**config.mk**
```make
export PLATFORM = sky130hd
export DESIGN_NAME = axis_packet_mux
export DESIGN_NICKNAME = d
export VERILOG_FILES = /design/src/rtl/axis_packet_mux.sv
export SDC_FILE = /design/constraint.sdc
export NUM_CORES = 1
export LEC_CHECK = 0
export ABC_AREA = 1
export CELL_PAD_IN_SITES_DETAIL_PLACEMENT = 0
export CELL_PAD_IN_SITES_GLOBAL_PLACEMENT = 1
export CORE_MARGIN = 4
export CORE_UTILIZATION = 27
export DETAILED_ROUTE_END_ITERATION = 8
export GPL_ROUTABILITY_DRIVEN = 1
export PLACE_DENSITY = 0.88
export SETUP_SLACK_MARGIN = 0.3
export SYNTH_ARGS = -nofsm -noshare
export SYNTH_HDL_FRONTEND = slang
export SYNTH_SLANG_ARGS = --single-unit
```
**constraint.sdc**
```tcl
create_clock -name aclk -period 3.3 [get_ports aclk]
set_clock_uncertainty 0.15 [all_clocks]
set_input_delay 0.33 -clock aclk [delete_from_list [all_inputs] [get_ports aclk]]
set_output_delay 0.33 -clock aclk [all_outputs]
set_load 0.01 [all_outputs]
```
**src/rtl/axis_packet_mux.sv**
```systemverilog
// N-input AXI-Stream packet multiplexer: grant is held for a whole packet and the
// output is a registered slice. Arbitration is an external select (MODE 0) or round-robin (MODE 1).
module axis_packet_mux #(
  parameter int DATA_WIDTH = 8,
  parameter int NUM_CH     = 4,
  parameter int MODE       = 0,
  localparam int SEL_W     = $clog2(NUM_CH)
) (
  input  logic                         aclk,
  input  logic                         areset,
  input  logic [NUM_CH*DATA_WIDTH-1:0] s_axis_tdata,
  input  logic [NUM_CH-1:0]            s_axis_tvalid,
  input  logic [NUM_CH-1:0]            s_axis_tlast,
  output logic [NUM_CH-1:0]            s_axis_tready,
  input  logic [SEL_W-1:0]             sel,
  output logic [DATA_WIDTH-1:0]        m_axis_tdata,
  output logic                         m_axis_tvalid,
  output logic                         m_axis_tlast,
  output logic [SEL_W-1:0]             m_axis_tid,
  input  logic                         m_axis_tready,
  output logic                         busy
);

  // Handshake: a beat moves on a port when tvalid and tready are both high at
  // the rising edge; a held m_axis beat keeps its payload stable until accepted.

  localparam int NPAD = 1 << SEL_W;

  typedef enum logic {IDLE, LOCKED} state_t;

  state_t                state, state_next;
  logic [SEL_W-1:0]      grant, grant_next;
  logic [SEL_W-1:0]      last_grant, last_grant_next;
  logic [NPAD-1:0]       valid_pad;
  logic [DATA_WIDTH-1:0] data_g;
  logic                  valid_g, last_g;
  logic                  room, accept;
  logic [SEL_W-1:0]      rr_pick, cand;
  logic                  rr_found;

  // Padding to a power of two makes an out-of-range sel read as "not valid".
  always_comb begin
    valid_pad = '0;
    valid_pad[NUM_CH-1:0] = s_axis_tvalid;
    data_g  = '0;
    valid_g = 1'b0;
    last_g  = 1'b0;
    for (int i = 0; i < NUM_CH; i++) begin
      if (grant == SEL_W'(i)) begin
        data_g  = s_axis_tdata[i*DATA_WIDTH +: DATA_WIDTH];
        valid_g = s_axis_tvalid[i];
        last_g  = s_axis_tlast[i];
      end
    end
  end

  assign room   = !m_axis_tvalid || m_axis_tready;
  assign accept = (state == LOCKED) && valid_g && room;
  assign busy   = (state == LOCKED);

  always_comb begin
    s_axis_tready = '0;
    for (int i = 0; i < NUM_CH; i++) begin
      s_axis_tready[i] = (state == LOCKED) && (grant == SEL_W'(i)) && room;
    end
  end

  // Round-robin search starts just after the last granted channel.
  always_comb begin
    rr_found = 1'b0;
    rr_pick  = last_grant;
    cand     = '0;
    for (int k = 1; k <= NUM_CH; k++) begin
      cand = SEL_W'((int'(last_grant) + k) % NUM_CH);
      if (!rr_found && valid_pad[cand]) begin
        rr_found = 1'b1;
        rr_pick  = cand;
      end
    end
  end

  always_comb begin
    state_next      = state;
    grant_next      = grant;
    last_grant_next = last_grant;
    case (state)
      IDLE: begin
        if (MODE == 0) begin
          if (valid_pad[sel]) begin
            grant_next = sel;
            state_next = LOCKED;
          end
        end else if (rr_found) begin
          grant_next = rr_pick;
          state_next = LOCKED;
        end
      end
      LOCKED: begin
        if (accept && last_g) begin
          state_next      = IDLE;
          last_grant_next = grant;
        end
      end
      default: state_next = IDLE;
    endcase
  end

  always_ff @(posedge aclk or posedge areset) begin
    if (areset) begin
      state      <= IDLE;
      grant      <= '0;
      last_grant <= SEL_W'(NUM_CH - 1);
    end else begin
      state      <= state_next;
      grant      <= grant_next;
      last_grant <= last_grant_next;
    end
  end

  always_ff @(posedge aclk or posedge areset) begin
    if (areset) begin
      m_axis_tdata  <= '0;
      m_axis_tvalid <= 1'b0;
      m_axis_tlast  <= 1'b0;
      m_axis_tid    <= '0;
    end else if (accept) begin
      m_axis_tdata  <= data_g;
      m_axis_tvalid <= 1'b1;
      m_axis_tlast  <= last_g;
      m_axis_tid    <= grant;
    end else if (m_axis_tvalid && m_axis_tready) begin
      m_axis_tvalid <= 1'b0;
    end
  end

endmodule

```
==> impl_results.md, run 1 <==
- Placer Congestion: 0.783
- Via count: 988
- Most common cell after layout, fill and taps aside: clkdlybuf4s50_1
- Max Transition Viols Final: 0
- Initial Utilization: 28.1%
- Dpl hpwl: 2.25 mm
- Number of rows created at floorplan: 22
- Y dimension of the die: 69.7 um
- Unique cell type count in the Yosys netlist: 22
- Total power of the final layout: 0.00131 W
- Max Buffers Root-to-Sink: 2
- Synth top area cells: dfrtp_1 (36%), nand2_1 (13%), o21ai_2 (8.5%)
- Maximum fanout encountered on the critical timing path: 4
- Cell area after synthesis: 1030 um2
- Net Count, Synth: 174
- Buffer count from post-CTS setup fixing: 0
- Port Buf Inserts: 61
- Area growth from synthesis to layout: 63.5%
- CTS H-Tree Depth: 1
- Status: finished clean
- Setup tns final: 0 ps
- Tmin final: 2280 ps
- Area fraction in compound gates after synthesis: 15.9%
- Adder and majority gate portion of the synthesized area: 0%
- Final clock period utilization by the worst path: 69.1%
- Overflow left after global routing: 0
- Kind of start point of the critical path: primary input
- Hold WC Path Type: primary input to async pin
- Number of buffers inserted by hold repair at cts: 0
- Clock latency on the worst-skew pair: 240 ps
- Yosys top cell area share: 36.5%
- Number of design-rule violations left by the first detailed-router iteration: 40
- Number of buffers added by the clock tree synthesis step: 3
- Syn avg cell area: 7.97 um2
- Basic-gate share of the synthesized area counting and, or, nand and nor cells: 37.0%
- Fraction of synthesized area in multiplexers: 0%
- Overall Global Routing Usage: 11.9%
- Net total in the final layout: 236
- Static power due to leakage: 0.726 nW
- Largest family of logic cells by synthesized area: simple AND/OR/NAND/NOR gates
- Layout cell share with drive strength beyond 1: 17.9%
- Worst ir drop on vdd: 249 uV
- CP dominant cell by count: clkdlybuf4s50_1
- Category of the critical setup timing path: primary input to primary output
- RSZ-0062 raised after global routing: false
- Overall die width: 69.7 um
- Max-cap violations: 0
- Number of cells in the design after placement: 234
- Top Family by Delay on Critical Path: buffers and inverters
- CTS tree: done
- Worst path slowest cell: clkdlybuf4s50_1
- Critical Path Max Stage Delay: 560 ps
- Via count of the first global-routing pass: 1,023
- Highest clock rate: 438 MHz
- Gate count after technology mapping: 129
- Yosys warning count: 0
- Maximum number of pins on one net before global-route repair: 23
- Area of the placeable core: 3660 um2
- Root Buffer Master: clkbuf_8
- Post-detailed-route count of antenna-violating nets: 0
- Post-route non-filler standard cell count: 238
- Power density normalized to cell area: 782 nW/um2
- Required arrival time at the worst endpoint: 2820 ps
- DR vias/cell: 4.15
- Number of antenna violations at the first check in global routing: 0
- Total setup violations reported at the end of the flow: 0
- Count of cells resized by post-cts repair: 0
- Total Wirelength: 2.64 mm
- Remaining design rule violation count: 0
- Data arrival time of the critical path: 1800 ps
- ANT cells: 0
- Count of buffer and inverter cells on the critical path: 3
- Drt first pass iters: 4
- Synth Register Bits: 15
- CP Cell Sequence: clkdlybuf4s50_1 -> nor2_1 -> inv_1 -> nand2_1 -> nor3_1 -> clkdlybuf4s50_1
- Top-level port count: 62
- Xor/xnor cell area share of the yosys netlist: 0%
- Sort of element at the end of the critical path: primary output
- Sequential-to-total area share from yosys stat: 36.5%
- Post-synthesis cell type with the largest combined area: dfrtp_1
- Die Footprint: 4860 um2
- Global-route wire length before repair: 4.77 mm
- Average wire length per cell after detail routing: 11.1 um
- Worst relative slew slack: 63.9%
- Slew at the pin closest to its max-slew limit: 541 ps
- Most frequent cells in the layout: clkdlybuf4s50_1 (61), nand2_1 (36), dfrtp_1 (15), nand2_2 (12), nand3_1 (12)
- Worst-path clk slew: 60 ps
- Number of hold violations in the final report: 0
- Number of clock sinks: 15
path summary, 6_finish.rpt:
path | from | depth (start not counted) | slack [ps] | end
max in group asynchronous | areset | 2 | 2360 | grant[1]
worst min register to register | m_axis_tid[1] | 2 | 330 | m_axis_tid[1]
worst min-delay path | areset | 2 | 280 | m_axis_tdata[7]
worst max-delay path | m_axis_tready | 6 | 1020 | s_axis_tready[1]
min in group aclk | m_axis_tid[1] | 2 | 330 | m_axis_tid[1]
worst max register to register | grant[0] | 7 | 1490 | m_axis_tdata[0]
final cells by class:
type	count	area, um2
Clock buffer	4	45.0
Fill cell	366	1980
Sequential cell	15	375
Tap cell	48	60.1
Timing Repair Buffer	61	611
Multi-Input combinational cell	99	544
Inverter	11	46.3
cells by family after synthesis:
family,count (synthesis)
flip-flops,15
AO/OA/AOI/OAI,23
buffers and inverters,15
AND/OR/NAND/NOR,76
state kept, by name (all words and copies together) (netlist names):
register       count
m_axis_tdata       8
grant              2
m_axis_tid         2
busy               1
m_axis_tlast       1
m_axis_tvalid      1
cells in the mapped netlist:
cell / count
nand3_4: 1
a21oi_4: 1
nor3_1: 4
nor2_2: 1
buf_12: 2
dfrtp_1: 15
or2_1: 1
nand2_1: 36
nand2_2: 12
inv_4: 2
nor2_1: 4
o21ai_0: 2
inv_1: 8
nand4_1: 2
a21oi_1: 9
o21ai_1: 1
o21ai_2: 10
inv_2: 1
nand3_1: 12
nor2_4: 2
nand3_2: 1
buf_6: 2
stage by stage:
stage | util [%] | setup slack [ps] | hold WS, ps | instance area, um2
after floorplan | - | 1840 | 81.5 | 1030
after global placement | 44.7 | 1020 | 321 | 1640
after detailed placement | 44.7 | 1000 | 326 | 1640
after CTS | 45.9 | 1000 | 304 | 1680
after global routing | 45.9 | 882 | 362 | 1680
final | 45.9 | 1020 | 282 | 1680
report_power, final:
part,switching (W),internal (W),total (W)
Sequential,0.0000908,0.000271,0.000362
Clock,0.0000579,0.0000852,0.000143
Combinational,0.000429,0.000381,0.000810
per-layer routing:
layer  track usage (%)  routed length [um]
met1              15.1                1190
met2              20.3                1240
met3              2.03                 173
met4              3.83                  39
met5                 0                   0
Power figures use the tool's default switching activity.
==> run 2, diff against run 1 <==
--- a/config.mk
+++ b/config.mk
@@ -9,10 +9,10 @@
 export CELL_PAD_IN_SITES_DETAIL_PLACEMENT = 0
 export CELL_PAD_IN_SITES_GLOBAL_PLACEMENT = 1
 export CORE_MARGIN = 4
-export CORE_UTILIZATION = 27
+export CORE_UTILIZATION = 25
 export DETAILED_ROUTE_END_ITERATION = 8
 export GPL_ROUTABILITY_DRIVEN = 1
-export PLACE_DENSITY = 0.88
+export PLACE_DENSITY = 0.83
 export SETUP_SLACK_MARGIN = 0.3
 export SYNTH_ARGS = -nofsm -noshare
 export SYNTH_HDL_FRONTEND = slang
==> constraint.sdc (replaced) <==
create_clock -name aclk -period 2.2 [get_ports aclk]
set_clock_uncertainty 0.15 [all_clocks]
set_input_delay 0.22 -clock aclk [delete_from_list [all_inputs] [get_ports aclk]]
set_output_delay 0.22 -clock aclk [all_outputs]
set_load 0.01 [all_outputs]
==> run 2 against run 1 <==
  * Via count grew 3.7%
  * Routed wire length rose by 9.7%
  * Worst setup slack worse by 540 ps
  * Die area rose by 7.1%
  * Register-to-register slack worse by 1000 ps
  * Cell count rose by 2.5%
  * Clock power is 57% higher
  * Largest cell class unchanged
==> impl_results.md, run 2 (synthesis gave the netlist of run 1 again) <==
- Number of clock sinks: 15 (unchanged)
- Post-route worst hold slack: 172 ps (was 282 ps)
- Die Footprint: 5200 um2 (was 4860 um2)
- R2r endpoint: m_axis_tid[1] (was m_axis_tdata[0])
- DR vias/cell: 4.20 (was 4.15)
- Status: finished clean (unchanged)
- Number of antenna violations at the first check in global routing: 0 (unchanged)
- Fill cells: 424 (was 366)
- Register bank with the most flops: m_axis_tdata (unchanged)
- Worst ir drop on vdd: 354 uV (was 249 uV)
- Worst-path clk slew: 60 ps (about the same)
- Required arrival time at the worst endpoint: 2180 ps (was 2820 ps)
- Number of design-rule violations left by the first detailed-router iteration: 32 (was 40)
- Average wire length per cell after detail routing: 11.9 um (was 11.1 um)
- Number of buffers added by the clock tree synthesis step: 3 (unchanged)
- Source of the worst register-to-register timing path: grant[1] (was grant[0])
- Max Buffers Root-to-Sink: 2 (unchanged)
- Count of cells along the worst register-to-register path: 6 (was 7)
- Clock latency on the worst-skew pair: 250 ps (was 240 ps)
- CTS H-Tree Depth: 1 (unchanged)
- Max Transition Viols Final: 0 (unchanged)
- Top-level port count: 62 (unchanged)
- Overall Global Routing Usage: 11.7% (was 11.9%)
- Top Family by Delay on Critical Path: simple AND/OR/NAND/NOR gates (was buffers and inverters)
- Total Wirelength: 2.89 mm (was 2.64 mm)
- Final clock period utilization by the worst path: 78.1%
- Number of gates on the worst path with buffers counted: 6 (unchanged)
- Total setup violations reported at the end of the flow: 0 (unchanged)
- Most common cell after layout, fill and taps aside: clkdlybuf4s50_1 (unchanged)
- Maximum fanout encountered on the critical timing path: 22 (was 4)
- Setup tns final: 0 ps (unchanged)
- Worst relative slew slack: 62.1% (was 63.9%)
- Max-cap violations: 0 (unchanged)
- Highest clock rate: 582 MHz
- CTS tree: done (unchanged)
- Port Buf Inserts: 61 (unchanged)
- Tmin final: 1720 ps
- Hold WC Path Type: primary input to async pin (unchanged)
- Category of the critical setup timing path: flip-flop to flip-flop (was primary input to primary output)
- Initial Utilization: 25.7% (was 28.1%)
- RSZ-0062 raised after global routing: false (unchanged)
- ANT cells: 0 (unchanged)
- Area of the placeable core: 4000 um2 (was 3660 um2)
- Global-route wire length before repair: 4.78 mm (was 4.77 mm)
- Overflow left after global routing: 0 (unchanged)
- Internal reg-to-reg setup slack: 480 ps (was 1490 ps)
- Static power due to leakage: 0.775 nW (was 0.726 nW)
- Post-detailed-route count of antenna-violating nets: 0 (unchanged)
- Root Buffer Master: clkbuf_8 (unchanged)
- Drt first pass iters: 4 (unchanged)
- Placer Congestion: 0.771 (was 0.783)
- Dpl hpwl: 2.37 mm (was 2.25 mm)
- Critical Path Max Stage Delay: 500 ps (was 560 ps)
- Number of hold violations in the final report: 0 (unchanged)
- Y dimension of the die: 72.1 um (was 69.7 um)
- Maximum number of pins on one net before global-route repair: 23 (unchanged)
- Remaining design rule violation count: 0 (unchanged)
- Worst path slowest cell: dfrtp_2 (was clkdlybuf4s50_1)
- Number of buffers inserted by hold repair at cts: 0 (unchanged)
- Number of rows created at floorplan: 23 (was 22)
- Slew at the pin closest to its max-slew limit: 568 ps (was 541 ps)
- Overall die width: 72.1 um (was 69.7 um)
- Area growth from synthesis to layout: 66.9% (was 63.5%)
- Data arrival time of the critical path: 1700 ps (was 1800 ps)
- Sort of element at the end of the critical path: flip-flop (was primary output)
- Via count: 1,025 (was 988)
- Number of flip-flops under the largest register name: 8 (unchanged)
- Via count of the first global-routing pass: 1,041 (was 1,023)
- Power density normalized to cell area: 1190 nW/um2 (was 782 nW/um2)
- CP Cell Sequence: nand2_2 -> inv_2 -> a21oi_4 -> nand3_4 -> nand2_1 -> o21ai_2 (was clkdlybuf4s50_1 -> nor2_1 -> inv_1 -> nand2_1 -> nor3_1 -> clkdlybuf4s50_1)
- Net total in the final layout: 240 (was 236)
- Kind of start point of the critical path: flip-flop (was primary input)
- Most frequent cells in the layout: clkdlybuf4s50_1 (57), nand2_1 (36), dfrtp_1 (13), nand2_2 (12), nand3_1 (12) (was clkdlybuf4s50_1 (61), nand2_1 (36), dfrtp_1 (15), nand2_2 (12), nand3_1 (12))
- Footprint of the multi-input gates: 544 um2 (unchanged)
- Layout cell share with drive strength beyond 1: 21.6% (was 17.9%)
- Count of buffer and inverter cells on the critical path: 1 (was 3)
- Reg area: 378 um2 (was 375 um2)
- Largest registers: m_axis_tdata (8), grant (2), m_axis_tid (2) (unchanged)
## run 2: how the worst max path moves through the flow
stage / start / to / slack [ps]
floorplan: grant[0] / m_axis_tdata[1] / 740
global placement: m_axis_tready / s_axis_tready[1] / 140
detailed placement: m_axis_tready / s_axis_tready[2] / 130
CTS: m_axis_tready / s_axis_tready[1] / 200
global route: m_axis_tvalid / s_axis_tready[2] / 330
finish: grant[1] / m_axis_tid[1] / 480
## run 2: power breakdown
part / switching (W) / internal [W] / total (W)
Sequential: 0.000120 / 0.000411 / 0.000530
Combinational: 0.000692 / 0.000601 / 0.00129
Clock: 0.0000998 / 0.000126 / 0.000225
## run 2: repair_timing
item | in CTS | in global routing
pin swaps | 0 | 0
resized for setup | 6 | 1
endpoints found under the setup margin | 4 | 1
hold endpoints to repair | 0 | 0
setup buffers | 2 | 0
## run 2: metrics by stage
stage / total power, W / worst slack [ps] / area (um2) / utilization, % / cells
6_report: 0.00205 / 482 / 1720 / 42.9 / 244
3_5_place_dp: 0.00183 / 128 / 1650 / 41.4 / 238
5_1_grt: 0.00223 / 333 / 1720 / 42.9 / 244
4_1_cts: 0.00208 / 202 / 1710 / 42.9 / 244
2_1_floorplan: 0.00143 / 743 / 1030 / - / 129
3_3_place_gp: 0.00182 / 141 / 1650 / 41.4 / 238
## run 2: cell type report
class,instances,area share [%]
Timing Repair Buffer,65,37.2
Multi-Input combinational cell,99,31.7
Sequential cell,15,22.0
Tap cell,50,3.64
Inverter,11,2.70
Clock buffer,3,2.41
Clock inverter,1,0.292
## run 2: layer usage
layer  routed length [um]  track usage, %  part of all wire, %  vias to the layer above
met1                 1380            16.8                   48                      436
met4                   63            5.85                  2.2                        0
met5                    0               0                    0                        -
met3                  134           0.831                  4.6                        5
met2                 1310            17.8                   45                       30
li1                     -               -                    -                      554
==> run 3, diff against run 2 <==
--- a/config.mk
+++ b/config.mk
@@ -9,10 +9,10 @@
 export CELL_PAD_IN_SITES_DETAIL_PLACEMENT = 0
 export CELL_PAD_IN_SITES_GLOBAL_PLACEMENT = 1
 export CORE_MARGIN = 4
-export CORE_UTILIZATION = 25
+export CORE_UTILIZATION = 23
 export DETAILED_ROUTE_END_ITERATION = 8
 export GPL_ROUTABILITY_DRIVEN = 1
-export PLACE_DENSITY = 0.83
+export PLACE_DENSITY = 0.81
 export SETUP_SLACK_MARGIN = 0.3
 export SYNTH_ARGS = -nofsm -noshare
 export SYNTH_HDL_FRONTEND = slang
==> constraint.sdc (replaced) <==
create_clock -name aclk -period 1.4 [get_ports aclk]
set_clock_uncertainty 0.15 [all_clocks]
set_input_delay 0.14 -clock aclk [delete_from_list [all_inputs] [get_ports aclk]]
set_output_delay 0.14 -clock aclk [all_outputs]
set_load 0.01 [all_outputs]
==> run 3 against run 2 <==
  * Total power is 88% higher
  * Via count is 13% higher
  * Largest cell class unchanged
  * Hold slack worse by 120 ps
  * The flow now finishes with violations (negative setup slack)
==> impl_results.md, run 3 (synthesis gave the netlist of run 1 again) <==
- Number of design-rule violations left by the first detailed-router iteration: 60 (was 32)
- Number of buffers inserted by hold repair at cts: 0 (unchanged)
- Tmin final: 1550 ps (was 1720 ps)
- Maximum fanout encountered on the critical timing path: 11 (was 22)
- Count of buffer and inverter cells on the critical path: 2 (was 1)
- Slew at the pin closest to its max-slew limit: 228 ps (was 568 ps)
- Area growth from synthesis to layout: 91.4% (was 66.9%)
- Number of clock sinks: 15 (unchanged)
- Root Buffer Master: clkbuf_8 (unchanged)
- Placer Congestion: 0.762 (was 0.771)
- Number of cells in the design after placement: 261 (was 238)
- Number of flip-flops under the largest register name: 8 (unchanged)
- Cell Area, Placed: 1840 um2 (was 1650 um2)
- Most frequent cells in the layout: clkdlybuf4s50_1 (40), nand2_1 (33), buf_4 (24), buf_2 (16), nand2_2 (14) (was clkdlybuf4s50_1 (57), nand2_1 (36), dfrtp_1 (13), nand2_2 (12), nand3_1 (12))
- Remaining design rule violation count: 0 (unchanged)
- Int Power: 0.00222 W (was 0.00114 W)
- Dpl hpwl: 2.66 mm (was 2.37 mm)
- Die Footprint: 5610 um2 (was 5200 um2)
- Clock latency on the worst-skew pair: 250 ps (about the same)
- Total power of the final layout: 0.00386 W (was 0.00205 W)
- Via count: 1,160 (was 1,025)
- Reg area: 378 um2 (unchanged)
- Power density normalized to cell area: 1960 nW/um2 (was 1190 nW/um2)
- Status: finished with violations (was finished clean)
- Max Buffers Root-to-Sink: 2 (unchanged)
- Fill cells: 459 (was 424)
- Layout cell share with drive strength beyond 1: 43.5% (was 21.6%)
- Count of cells along the worst register-to-register path: 9 (was 6)
- Post-route non-filler standard cell count: 275 (was 244)
- Number of antenna violations at the first check in global routing: 0 (unchanged)
- Required arrival time at the worst endpoint: 1430 ps (was 2180 ps)
- Total setup violations reported at the end of the flow: 16 (was 0)
- Max-cap violations: 0 (unchanged)
- Part of the total power dissipated in sequential elements: 20.5% (was 25.9%)
- ANT cells: 0 (unchanged)
- DR vias/cell: 4.22 (was 4.20)
- Data arrival time of the critical path: 1580 ps (was 1700 ps)
- Sort of element at the end of the critical path: flip-flop (unchanged)
- Category of the critical setup timing path: flip-flop to flip-flop (unchanged)
- Combinational Power Share: 70.3% (was 63.1%)
- Clock group share of total power: 9.2% (was 11.0%)
- Worst relative slew slack: 84.7% (was 62.1%)
- CP Cell Sequence: buf_6 -> nor2_4 -> nand2_2 -> nand3_2 -> nand2_2 -> nand3_4 -> buf_12 -> nand2_2 -> o21ai_2 (was nand2_2 -> inv_2 -> a21oi_4 -> nand3_4 -> nand2_1 -> o21ai_2)
- Highest clock rate: 646 MHz (was 582 MHz)
- Met2 routed wirelength: 1.76 mm (was 1.31 mm)
- CTS H-Tree Depth: 1 (unchanged)
- Number of rows created at floorplan: 24 (was 23)
- Net total in the final layout: 269 (was 240)
- Number of hold violations in the final report: 0 (unchanged)
- Footprint of the multi-input gates: 603 um2 (was 544 um2)
- Most common cell after layout, fill and taps aside: clkdlybuf4s50_1 (unchanged)
- Final clock period utilization by the worst path: 111% (was 78.1%)
- PnR worst setup slack: -148 ps (was 482 ps)
- Final design instance area without fill: 1970 um2 (was 1720 um2)
- Hold WC Path Type: primary input to async pin (unchanged)
- Y dimension of the die: 74.9 um (was 72.1 um)
- RSZ-0062 raised after global routing: true (was false)
- Critical Path Max Stage Delay: 480 ps (was 500 ps)
- Maximum number of pins on one net before global-route repair: 16 (was 23)
- Initial Utilization: 23.6% (was 25.7%)
- Overall Global Routing Usage: 12.1% (was 11.7%)
- Register bank with the most flops: m_axis_tdata (unchanged)
- Worst path slowest cell: dfrtp_2 (unchanged)
- Top-level port count: 62 (unchanged)
- Via count of the first global-routing pass: 1,129 (was 1,041)
- Post-route worst hold slack: 49.8 ps (was 172 ps)
- Average wire length per cell after detail routing: 12.0 um (was 11.9 um)
- Worst ir drop on vdd: 532 uV (was 354 uV)
- Post-Route Utilization: 45.2% (was 42.9%)
- Switching component of the power: 0.00164 W (was 0.000911 W)
- Overall die width: 74.9 um (was 72.1 um)
- CP dominant cell by count: nand2_2
- Area of the placeable core: 4350 um2 (was 4000 um2)
- Largest registers: m_axis_tdata (8), grant (2), m_axis_tid (2) (unchanged)
- Max Transition Viols Final: 0 (unchanged)
- CTS tree: done (unchanged)
- Static power due to leakage: 0.939 nW (was 0.775 nW)
- Drt first pass iters: 4 (unchanged)
- Wire length on met3: 163 um (was 134 um)
- Number of buffers added by the clock tree synthesis step: 3 (unchanged)
- Uppermost metal layer occupied by signal nets: met4 (unchanged)
- Post-detailed-route count of antenna-violating nets: 0 (unchanged)
- Worst-path clk slew: 60 ps (about the same)
- Total Wirelength: 3.31 mm (was 2.89 mm)
- Port Buf Inserts: 61 (unchanged)
- Number of gates on the worst path with buffers counted: 9 (was 6)
- Global-route wire length before repair: 5.20 mm (was 4.78 mm)
- Wire length the detailed router placed on met1: 1.34 mm (was 1.38 mm)
- Kind of start point of the critical path: flip-flop (unchanged)
- Overflow left after global routing: 0 (unchanged)
- Sw Share: 42.4% (was 44.5%)
- Violations in the final reports: negative setup slack
- Internal reg-to-reg setup slack: -150 ps (was 480 ps)
- Top Family by Delay on Critical Path: simple AND/OR/NAND/NOR gates (unchanged)
## run 3: changes by cell type in the layout (fill, tap and decap cells not counted), sizes merged
cell           delta
dlygate4sd2       +1
buf              +46
dlymetal6s2s      -1
clkbuf            +1
clkdlybuf4s50    -17
clkinv            -1
## run 3: worst paths after layout
kind,endpoint,startpoint
max,m_axis_tdata[2],grant[0]
min,m_axis_tlast,areset
max reg2reg,m_axis_tdata[2],grant[0]
min reg2reg,m_axis_tdata[0],m_axis_tdata[0]
max in group asynchronous,grant[0],areset
min in group aclk,grant[1],sel[1]
## run 3: stage by stage
stage               worst slack [ps]  setup TNS, ps
detailed placement              -437          -4860
CTS                             -144          -1820
finish                          -148          -1890
floorplan                      -54.3           -618
global route                    -239          -3320
global placement                -413          -4960
## run 3: area by class of cell
cell class | instances | area share [%]
clock buffers | 4 | 2.29
inverters | 11 | 2.61
multi-input cells | 99 | 30.6
flip-flops and latches | 15 | 19.2
well taps | 52 | 3.31
repair buffers | 94 | 42.0
## run 3: power by group through the flow
stage,logic (W),registers (W),clock network (W)
finish,0.00271,0.000792,0.000355
global route,0.00298,0.000824,0.000382
CTS,0.00264,0.000798,0.000361
detailed placement,0.00253,0.000809,0
global placement,0.00251,0.000810,0
floorplan,0.00141,0.000845,0
## run 3: per-layer routing
layer  GRT usage [%]  vias to the layer above
met4            4.94                        0
met2            20.4                       26
met1            15.5                      522
met3            1.47                        5
met5               0                        -
li1                -                      607
## run 3: tightest hold or removal path, stage by stage
cell and delay [ps]:
clkdlybuf4s50_1 400, inv_1 50, buf_4 220
## run 3: timing repair
action,4_1_cts,5_1_grt
setup endpoints to repair,32,22
resized for setup,95,6
pin swaps,4,1
gates cloned,0,0
setup buffers,7,3
